==> src/rtl/dc_pipe_if.sv <==
// Handshake bundle for the decode stage: upstream instruction beat,
// downstream decoded beat, and the pipeline flush.
interface dc_pipe_if #(
  parameter int PC_W   = 32,
  parameter int DATA_W = 32,
  parameter int REG_W  = 5,
  parameter int OP_W   = 6
);
  logic              flush;
  logic              in_valid;
  logic              in_ready;
  logic [PC_W-1:0]   in_pc;
  logic [31:0]       in_instr;
  logic              out_valid;
  logic              out_ready;
  logic [PC_W-1:0]   out_pc;
  logic [REG_W-1:0]  out_rs1;
  logic [REG_W-1:0]  out_rs2;
  logic [REG_W-1:0]  out_rd;
  logic [DATA_W-1:0] out_imm;
  logic [OP_W-1:0]   out_op;
  logic              out_use_rs1;
  logic              out_use_rs2;
  logic              out_illegal;

  // Instruction queue / issue side (drives instructions, consumes decodes)
  modport master (
    output flush, in_valid, in_pc, in_instr, out_ready,
    input  in_ready, out_valid, out_pc, out_rs1, out_rs2, out_rd,
           out_imm, out_op, out_use_rs1, out_use_rs2, out_illegal
  );

  // Decode stage side
  modport slave (
    input  flush, in_valid, in_pc, in_instr, out_ready,
    output in_ready, out_valid, out_pc, out_rs1, out_rs2, out_rd,
           out_imm, out_op, out_use_rs1, out_use_rs2, out_illegal
  );
endinterface

==> src/rtl/dc_pipe.sv <==
// Registered RV32I decode stage with a 2-entry skid buffer.
// Decode is done on the incoming instruction; the buffer stores decoded entries.
//
// state | meaning
// EMPTY | no entry buffered, out_valid=0
// ONE   | main register holds an entry
// TWO   | main and skid both hold entries, in_ready=0
module dc_pipe #(
  parameter int PC_W   = 32,
  parameter int DATA_W = 32,
  parameter int REG_W  = 5,
  parameter int OP_W   = 6
) (
  input logic      clk,
  input logic      rst,
  dc_pipe_if.slave bus
);

  localparam logic [OP_W-1:0]
    OP_NOP  = OP_W'(0),  OP_LUI  = OP_W'(1),  OP_AUIPC = OP_W'(2),  OP_JAL  = OP_W'(3),
    OP_JALR = OP_W'(4),  OP_BEQ  = OP_W'(5),  OP_BNE   = OP_W'(6),  OP_BLT  = OP_W'(7),
    OP_BGE  = OP_W'(8),  OP_BLTU = OP_W'(9),  OP_BGEU  = OP_W'(10), OP_LB   = OP_W'(11),
    OP_LH   = OP_W'(12), OP_LW   = OP_W'(13), OP_LBU   = OP_W'(14), OP_LHU  = OP_W'(15),
    OP_SB   = OP_W'(16), OP_SH   = OP_W'(17), OP_SW    = OP_W'(18), OP_ADDI = OP_W'(19),
    OP_SLTI = OP_W'(20), OP_SLTIU= OP_W'(21), OP_XORI  = OP_W'(22), OP_ORI  = OP_W'(23),
    OP_ANDI = OP_W'(24), OP_SLLI = OP_W'(25), OP_SRLI  = OP_W'(26), OP_SRAI = OP_W'(27),
    OP_ADD  = OP_W'(28), OP_SUB  = OP_W'(29), OP_SLL   = OP_W'(30), OP_SLT  = OP_W'(31),
    OP_SLTU = OP_W'(32), OP_XOR  = OP_W'(33), OP_SRL   = OP_W'(34), OP_SRA  = OP_W'(35),
    OP_OR   = OP_W'(36), OP_AND  = OP_W'(37);

  typedef struct packed {
    logic [PC_W-1:0]   pc;
    logic [REG_W-1:0]  rs1;
    logic [REG_W-1:0]  rs2;
    logic [REG_W-1:0]  rd;
    logic [DATA_W-1:0] imm;
    logic [OP_W-1:0]   op;
    logic              use_rs1;
    logic              use_rs2;
    logic              illegal;
  } entry_t;

  typedef enum logic [1:0] {EMPTY, ONE, TWO} state_t;

  state_t state_q, state_d;
  entry_t main_q, skid_q, dec;
  logic   load_main_in, load_main_skid, load_skid;
  logic   in_beat, out_beat;

  logic [31:0]       instr;
  logic [6:0]        opc, f7;
  logic [2:0]        f3;
  logic              f7_ok;
  logic [REG_W-1:0]  rd_f, rs1_f, rs2_f;
  logic [DATA_W-1:0] imm_i, imm_s, imm_b, imm_j, imm_u, imm_sh;

  assign instr  = bus.in_instr;
  assign opc    = instr[6:0];
  assign f3     = instr[14:12];
  assign f7     = instr[31:25];
  assign f7_ok  = (f7 == 7'b0000000) || (f7 == 7'b0100000);
  assign rd_f   = REG_W'(instr[11:7]);
  assign rs1_f  = REG_W'(instr[19:15]);
  assign rs2_f  = REG_W'(instr[24:20]);
  assign imm_i  = DATA_W'($signed(instr[31:20]));
  assign imm_s  = DATA_W'($signed({instr[31:25], instr[11:7]}));
  assign imm_b  = DATA_W'($signed({instr[31], instr[7], instr[30:25], instr[11:8], 1'b0}));
  assign imm_j  = DATA_W'($signed({instr[31], instr[19:12], instr[20], instr[30:21], 1'b0}));
  assign imm_u  = DATA_W'({instr[31:12], 12'b0});
  assign imm_sh = DATA_W'(instr[24:20]);

  // Decode the incoming instruction; illegal encodings collapse to a flagged NOP
  always_comb begin
    dec = '0;
    case (opc)
      7'b0110111: begin dec.op = OP_LUI;   dec.rd = rd_f; dec.imm = imm_u; end
      7'b0010111: begin dec.op = OP_AUIPC; dec.rd = rd_f; dec.imm = imm_u; end
      7'b1101111: begin dec.op = OP_JAL;   dec.rd = rd_f; dec.imm = imm_j; end
      7'b1100111: begin
        dec.op = OP_JALR; dec.rd = rd_f; dec.rs1 = rs1_f; dec.use_rs1 = 1'b1; dec.imm = imm_i;
      end
      7'b1100011: begin
        dec.rs1 = rs1_f; dec.rs2 = rs2_f; dec.use_rs1 = 1'b1; dec.use_rs2 = 1'b1; dec.imm = imm_b;
        case (f3)
          3'b000:  dec.op = OP_BEQ;
          3'b001:  dec.op = OP_BNE;
          3'b100:  dec.op = OP_BLT;
          3'b101:  dec.op = OP_BGE;
          3'b110:  dec.op = OP_BLTU;
          3'b111:  dec.op = OP_BGEU;
          default: dec.illegal = 1'b1;
        endcase
      end
      7'b0000011: begin
        dec.rd = rd_f; dec.rs1 = rs1_f; dec.use_rs1 = 1'b1; dec.imm = imm_i;
        case (f3)
          3'b000:  dec.op = OP_LB;
          3'b001:  dec.op = OP_LH;
          3'b010:  dec.op = OP_LW;
          3'b100:  dec.op = OP_LBU;
          3'b101:  dec.op = OP_LHU;
          default: dec.illegal = 1'b1;
        endcase
      end
      7'b0100011: begin
        dec.rs1 = rs1_f; dec.rs2 = rs2_f; dec.use_rs1 = 1'b1; dec.use_rs2 = 1'b1; dec.imm = imm_s;
        case (f3)
          3'b000:  dec.op = OP_SB;
          3'b001:  dec.op = OP_SH;
          3'b010:  dec.op = OP_SW;
          default: dec.illegal = 1'b1;
        endcase
      end
      7'b0010011: begin
        dec.rd = rd_f; dec.rs1 = rs1_f; dec.use_rs1 = 1'b1; dec.imm = imm_i;
        case (f3)
          3'b000: dec.op = OP_ADDI;
          3'b010: dec.op = OP_SLTI;
          3'b011: dec.op = OP_SLTIU;
          3'b100: dec.op = OP_XORI;
          3'b110: dec.op = OP_ORI;
          3'b111: dec.op = OP_ANDI;
          3'b001: begin dec.op = OP_SLLI; dec.imm = imm_sh; dec.illegal = !f7_ok; end
          default: begin
            dec.op = instr[30] ? OP_SRAI : OP_SRLI; dec.imm = imm_sh; dec.illegal = !f7_ok;
          end
        endcase
      end
      7'b0110011: begin
        dec.rd = rd_f; dec.rs1 = rs1_f; dec.rs2 = rs2_f;
        dec.use_rs1 = 1'b1; dec.use_rs2 = 1'b1; dec.illegal = !f7_ok;
        case (f3)
          3'b000:  dec.op = instr[30] ? OP_SUB : OP_ADD;
          3'b001:  dec.op = OP_SLL;
          3'b010:  dec.op = OP_SLT;
          3'b011:  dec.op = OP_SLTU;
          3'b100:  dec.op = OP_XOR;
          3'b101:  dec.op = instr[30] ? OP_SRA : OP_SRL;
          3'b110:  dec.op = OP_OR;
          default: dec.op = OP_AND;
        endcase
      end
      7'b0001111: dec.op = OP_NOP;
      default:    dec.illegal = 1'b1;
    endcase
    if (dec.illegal) begin
      dec         = '0;
      dec.illegal = 1'b1;
    end
    dec.pc = bus.in_pc;
  end

  assign bus.in_ready  = (state_q != TWO);
  assign bus.out_valid = (state_q != EMPTY);
  assign in_beat       = bus.in_valid & bus.in_ready;
  assign out_beat      = bus.out_valid & bus.out_ready;

  // Occupancy transitions and buffer load selects; flush overrides everything
  always_comb begin
    state_d        = state_q;
    load_main_in   = 1'b0;
    load_main_skid = 1'b0;
    load_skid      = 1'b0;
    if (bus.flush) begin
      state_d = EMPTY;
    end else begin
      case (state_q)
        EMPTY: if (in_beat) begin load_main_in = 1'b1; state_d = ONE; end
        ONE: begin
          if (in_beat && out_beat) load_main_in = 1'b1;
          else if (in_beat) begin load_skid = 1'b1; state_d = TWO; end
          else if (out_beat) state_d = EMPTY;
        end
        TWO: if (out_beat) begin load_main_skid = 1'b1; state_d = ONE; end
        default: state_d = EMPTY;
      endcase
    end
  end

  // Occupancy state register
  always_ff @(posedge clk or posedge rst) begin
    if (rst) state_q <= EMPTY;
    else     state_q <= state_d;
  end

  // Main and skid entry registers; zero on reset (op 0 is NOP)
  always_ff @(posedge clk or posedge rst) begin
    if (rst) begin
      main_q <= '0;
      skid_q <= '0;
    end else begin
      if (load_main_in)        main_q <= dec;
      else if (load_main_skid) main_q <= skid_q;
      if (load_skid)           skid_q <= dec;
    end
  end

  assign bus.out_pc      = main_q.pc;
  assign bus.out_rs1     = main_q.rs1;
  assign bus.out_rs2     = main_q.rs2;
  assign bus.out_rd      = main_q.rd;
  assign bus.out_imm     = main_q.imm;
  assign bus.out_op      = main_q.op;
  assign bus.out_use_rs1 = main_q.use_rs1;
  assign bus.out_use_rs2 = main_q.use_rs2;
  assign bus.out_illegal = main_q.illegal;

endmodule

==> src/flat_wrapper.sv <==
// flat-port wrapper written by rule: the top's interface ports become plain ports
module dc_pipe_flat 
#(
  parameter int PC_W   = 32,
  parameter int DATA_W = 32,
  parameter int REG_W  = 5,
  parameter int OP_W   = 6
)
  (clk, rst, bus_flush, bus_in_valid, bus_in_pc, bus_in_instr, bus_out_ready, bus_in_ready, bus_out_valid, bus_out_pc, bus_out_rs1, bus_out_rs2, bus_out_rd, bus_out_imm, bus_out_op, bus_out_use_rs1, bus_out_use_rs2, bus_out_illegal);
  dc_pipe_if #(.PC_W(PC_W), .DATA_W(DATA_W), .REG_W(REG_W), .OP_W(OP_W)) bus_i ();
  input logic clk;
  input logic rst;
  input wire logic [$bits(bus_i.flush)-1:0] bus_flush;
  input wire logic [$bits(bus_i.in_valid)-1:0] bus_in_valid;
  input wire logic [$bits(bus_i.in_pc)-1:0] bus_in_pc;
  input wire logic [$bits(bus_i.in_instr)-1:0] bus_in_instr;
  input wire logic [$bits(bus_i.out_ready)-1:0] bus_out_ready;
  output wire logic [$bits(bus_i.in_ready)-1:0] bus_in_ready;
  output wire logic [$bits(bus_i.out_valid)-1:0] bus_out_valid;
  output wire logic [$bits(bus_i.out_pc)-1:0] bus_out_pc;
  output wire logic [$bits(bus_i.out_rs1)-1:0] bus_out_rs1;
  output wire logic [$bits(bus_i.out_rs2)-1:0] bus_out_rs2;
  output wire logic [$bits(bus_i.out_rd)-1:0] bus_out_rd;
  output wire logic [$bits(bus_i.out_imm)-1:0] bus_out_imm;
  output wire logic [$bits(bus_i.out_op)-1:0] bus_out_op;
  output wire logic [$bits(bus_i.out_use_rs1)-1:0] bus_out_use_rs1;
  output wire logic [$bits(bus_i.out_use_rs2)-1:0] bus_out_use_rs2;
  output wire logic [$bits(bus_i.out_illegal)-1:0] bus_out_illegal;
  assign bus_i.flush = bus_flush;
  assign bus_i.in_valid = bus_in_valid;
  assign bus_i.in_pc = bus_in_pc;
  assign bus_i.in_instr = bus_in_instr;
  assign bus_i.out_ready = bus_out_ready;
  assign bus_in_ready = bus_i.in_ready;
  assign bus_out_valid = bus_i.out_valid;
  assign bus_out_pc = bus_i.out_pc;
  assign bus_out_rs1 = bus_i.out_rs1;
  assign bus_out_rs2 = bus_i.out_rs2;
  assign bus_out_rd = bus_i.out_rd;
  assign bus_out_imm = bus_i.out_imm;
  assign bus_out_op = bus_i.out_op;
  assign bus_out_use_rs1 = bus_i.out_use_rs1;
  assign bus_out_use_rs2 = bus_i.out_use_rs2;
  assign bus_out_illegal = bus_i.out_illegal;
  dc_pipe #(.PC_W(PC_W), .DATA_W(DATA_W), .REG_W(REG_W), .OP_W(OP_W)) u_core (.clk(clk), .rst(rst), .bus(bus_i));
endmodule
==> config.mk <==
export PLATFORM = sky130hd
export DESIGN_NAME = dc_pipe_flat
export DESIGN_NICKNAME = d
export VERILOG_FILES = /design/src/rtl/dc_pipe_if.sv /design/src/rtl/dc_pipe.sv /design/src/flat_wrapper.sv
export SDC_FILE = /design/constraint.sdc
export NUM_CORES = 1
export LEC_CHECK = 0
export CAP_MARGIN = 10
export CORE_UTILIZATION = 43
export CTS_BUF_LIST = sky130_fd_sc_hd__clkbuf_4
export DETAILED_ROUTE_END_ITERATION = 8
export PLACE_DENSITY_LB_ADDON = 0.3
export REMOVE_ABC_BUFFERS = 1
export SLEW_MARGIN = 20
export SYNTH_ARGS = -nofsm -noshare
export SYNTH_HDL_FRONTEND = slang
export SYNTH_SLANG_ARGS = --single-unit
==> constraint.sdc <==
create_clock -name clk -period 12.95 [get_ports clk]
set_input_delay 1.295 -clock clk [delete_from_list [all_inputs] [get_ports clk]]
set_output_delay 1.295 -clock clk [all_outputs]
set_load 0.005 [all_outputs]
==> metrics.cfg <==
[power]
power_leakage_nw = 4.607
p_per_area_nw_per_um2 = 115.7
ir_drop_mv = 0.05605

[critical_path]
startpoint = bus_in_instr[2]
r2r_start = u_core.state_q[1]
start_kind = primary input
criticalPathCategory = in -> reg
slowest_stage = nand3_1
slowest_delay_ns = 0.77
r2r_slack_ns = 10.17
crit_family = simple AND/OR/NAND/NOR gates
worstPathRequired_ns = 13.38
crit_arrival_ns = 4.26
critPathBufInv = 1
worstSetupEndpointType = register
cp_max_fo = 23
path_cells = clkdlybuf4s50_1, nand4bb_1, nor4_4, a31oi_2, nand3_1, o21ai_0
rr_endpoint = u_core.bus.out_rs1[3]
ff2ff_path_depth = 5

[hold_path]
hold_end = u_core.bus.out_pc[22]
min_from = u_core.bus.out_pc[22]
hold_path_depth = 2
hp-class = reg -> reg

[logic_synthesis]
synth_top_area_share = 0.5360
synthSimpleGateAreaFrac = 0.1817
synth.area.mux_share = 0.003764
synth_commonest_cells = 228 x nand2_1, 178 x dfrtp_1, 89 x o21ai_0
synthCells = 903
yosysMostFrequentCell = nand2_1
syn_area_um2 = 8310
synth-compound-area-share = 0.2365
synth_top_family_by_area = compound AO/OA/AOI/OAI gates
ys_warn_count = 0
yosysSeqAreaShare = 0.5360
synthXorXnorAreaFrac = 0.002108
yosys.area.top_type = dfrtp_1
async_flop_share = 1.000
synthAdderAreaFrac = 0
syn_avg_cell_area_um2 = 9.203
synth-edff-count = 0
synth_ff_type = dfrtp_1
ys_ff_latch = 178
synthTopCellsByArea = dfrtp_1 54%, nand2_1 10%, a22oi_1 5.7%, o21ai_0 5.4%, nor2_1 2.4%
synthDistinctLibCells = 62

[grt]
grt_use_total = 0.2405
grt_overflow_total = 0
grt_pass1_vias = 6964
grt_pass1_wl_um = 37630
grt_antenna_before_repair = 0
grt_max_degree = 96

[drt]
drtIter0Drc = 592
finalWirelength_um = 22990
drc = 0
drtPass1Iterations = 5
vias_per_cell = 5.628
antenna_left = 0
vias = 7266
avgRoutedWirePerCell_um = 17.81

[status]
outcome = completed

[timing]
setup_tns_ns = 0
rsz0062_at_grt = false
fin_crit_ns = 3.835
slew_headroom = 0.3012
tightest_slew_ns = 1.048
max_freq_ghz = 0.2607
setup_viol = 0
slew_violations = 0
min_period_over_period = 0.2962
fin_skew_ns = 0.02215
finalHoldViolCount = 0

[floorplan]
rows = 50
die-height_um = 141.0
io_pins = 159
dieArea_um2 = 19890
die_x_um = 141.0
core-area_um2 = 18830
start_util = 0.4413

[layout]
drive_above_1_share = 0.06402
syn_to_final_growth_pct = 24.62
final_util = 0.5500
nets = 1088
num_antenna_cells = 0

[clock_network]
cts.htree.levels = 4
numCtsBuffers = 17
cts_setup_buffers = 0
clock_path_buffers = 2
cts.repair.resized = 0
ctsHoldBuffers = 0
clkLatencyLatePin_ns = 0.58
clk_pin_slew_ns = 0.14
cts_tree = done
cts.sinks = 178
clockRootBuffer = clkbuf_4

[placed_design]
portBuffers = 158
dp_hpwl_um = 14300
gp_congestion = 0.8960

[flow_run]
max-cap-violations = 0

-- worst min-delay path, delay by kind of cell (launching register included) --
kind          cells  cell delay [ns]
simple gates      2             0.10
flops             1             0.37
-- registers in the layout, summed over array words and instances (netlist names) --
name	cells
u_core.bus.out_use_rs1	1
u_core.bus.out_rd	5
u_core.bus.out_illegal	1
u_core.skid_q	88
u_core.state_q	2
u_core.bus.out_imm	32
u_core.bus.out_rs2	5
u_core.bus.out_pc	32
u_core.bus.out_rs1	5
u_core.bus.out_use_rs2	1
u_core.bus.out_op	6
-- how the worst max path moves through the flow --
stage | endpoint | slack (ns) | depth (start not counted)
final | u_core.bus.out_imm[5] | 9.11 | 6
after global routing | u_core.bus.out_imm[9] | 8.90 | 6
after CTS | u_core.bus.out_imm[9] | 9.14 | 6
after detailed placement | u_core.bus.out_imm[9] | 8.53 | 6
after global placement | u_core.bus.out_imm[8] | 8.50 | 6
after floorplan | u_core.bus.out_illegal | 1.86 | 5
-- layout make-up --
class	count	area, um^2
Clock buffer	18	135.1
Clock inverter	13	172.7
Fill cell	1719	8474
Inverter	5	23.77
Multi-Input combinational cell	649	3565
Sequential cell	178	4454
Tap cell	260	325.3
Timing Repair Buffer	168	1680
-- cells by family after synthesis --
logic type | Yosys count
flops | 178
compound gates | 297
mux | 3
buf+inv | 76
xor+xnor | 2
simple gates | 347
-- placed cells by master, fill, tap and decap left out, types with 4 or more instances in the layout --
master,n
a211oi_1,11
a21boi_0,12
a21o_1,19
a21oi_1,31
a22oi_1,63
a32o_1,11
buf_4,8
clkbuf_4,18
clkdlybuf4s50_1,158
dfrtp_1,178
inv_1,4
inv_6,7
nand2_1,227
nand2b_1,9
nand3_1,17
nor2_1,54
nor2b_1,5
nor3_1,5
o21ai_0,89
o22ai_1,24
o31ai_1,9
-- per-layer routing --
| metal | global-route usage | share of wire | wire [um] |
|---|---|---|---|
| met5 | 0 | 0 | 0 |
| met4 | 0.07208 | 0.018 | 406 |
| met3 | 0.03906 | 0.066 | 1527 |
| met2 | 0.3765 | 0.45 | 10350 |
| met1 | 0.3431 | 0.47 | 10710 |
-- metrics by stage --
stage / instances / setup slack [ns] / cell area (um^2) / hold WS (ns) / total power, W
final: 1291 / 9.115 / 10360 / 0.4894 / 0.001199
after detailed placement: 1259 / 8.527 / 10020 / 0.4608 / 0.0008675
after CTS: 1290 / 9.141 / 10320 / 0.4945 / 0.001207
after global placement: 1259 / 8.499 / 10020 / 0.4555 / 0.0008613
after global routing: 1291 / 8.899 / 10360 / 0.5101 / 0.001264
after floorplan: 832 / 1.858 / 7998 / 0.4432 / 0.0007502
-- report_power, final --
part / internal [W] / total (W) / leakage, nW / switching, W
combinational: 0.000103 / 0.000205 / 2.08 / 0.000102
sequential: 0.000618 / 0.000653 / 2.37 / 0.0000349
clock: 0.000139 / 0.000341 / 0.165 / 0.000202
total: 0.000860 / 0.00120 / 4.61 / 0.000339
No activity file was read; power rests on OpenSTA's default activity.
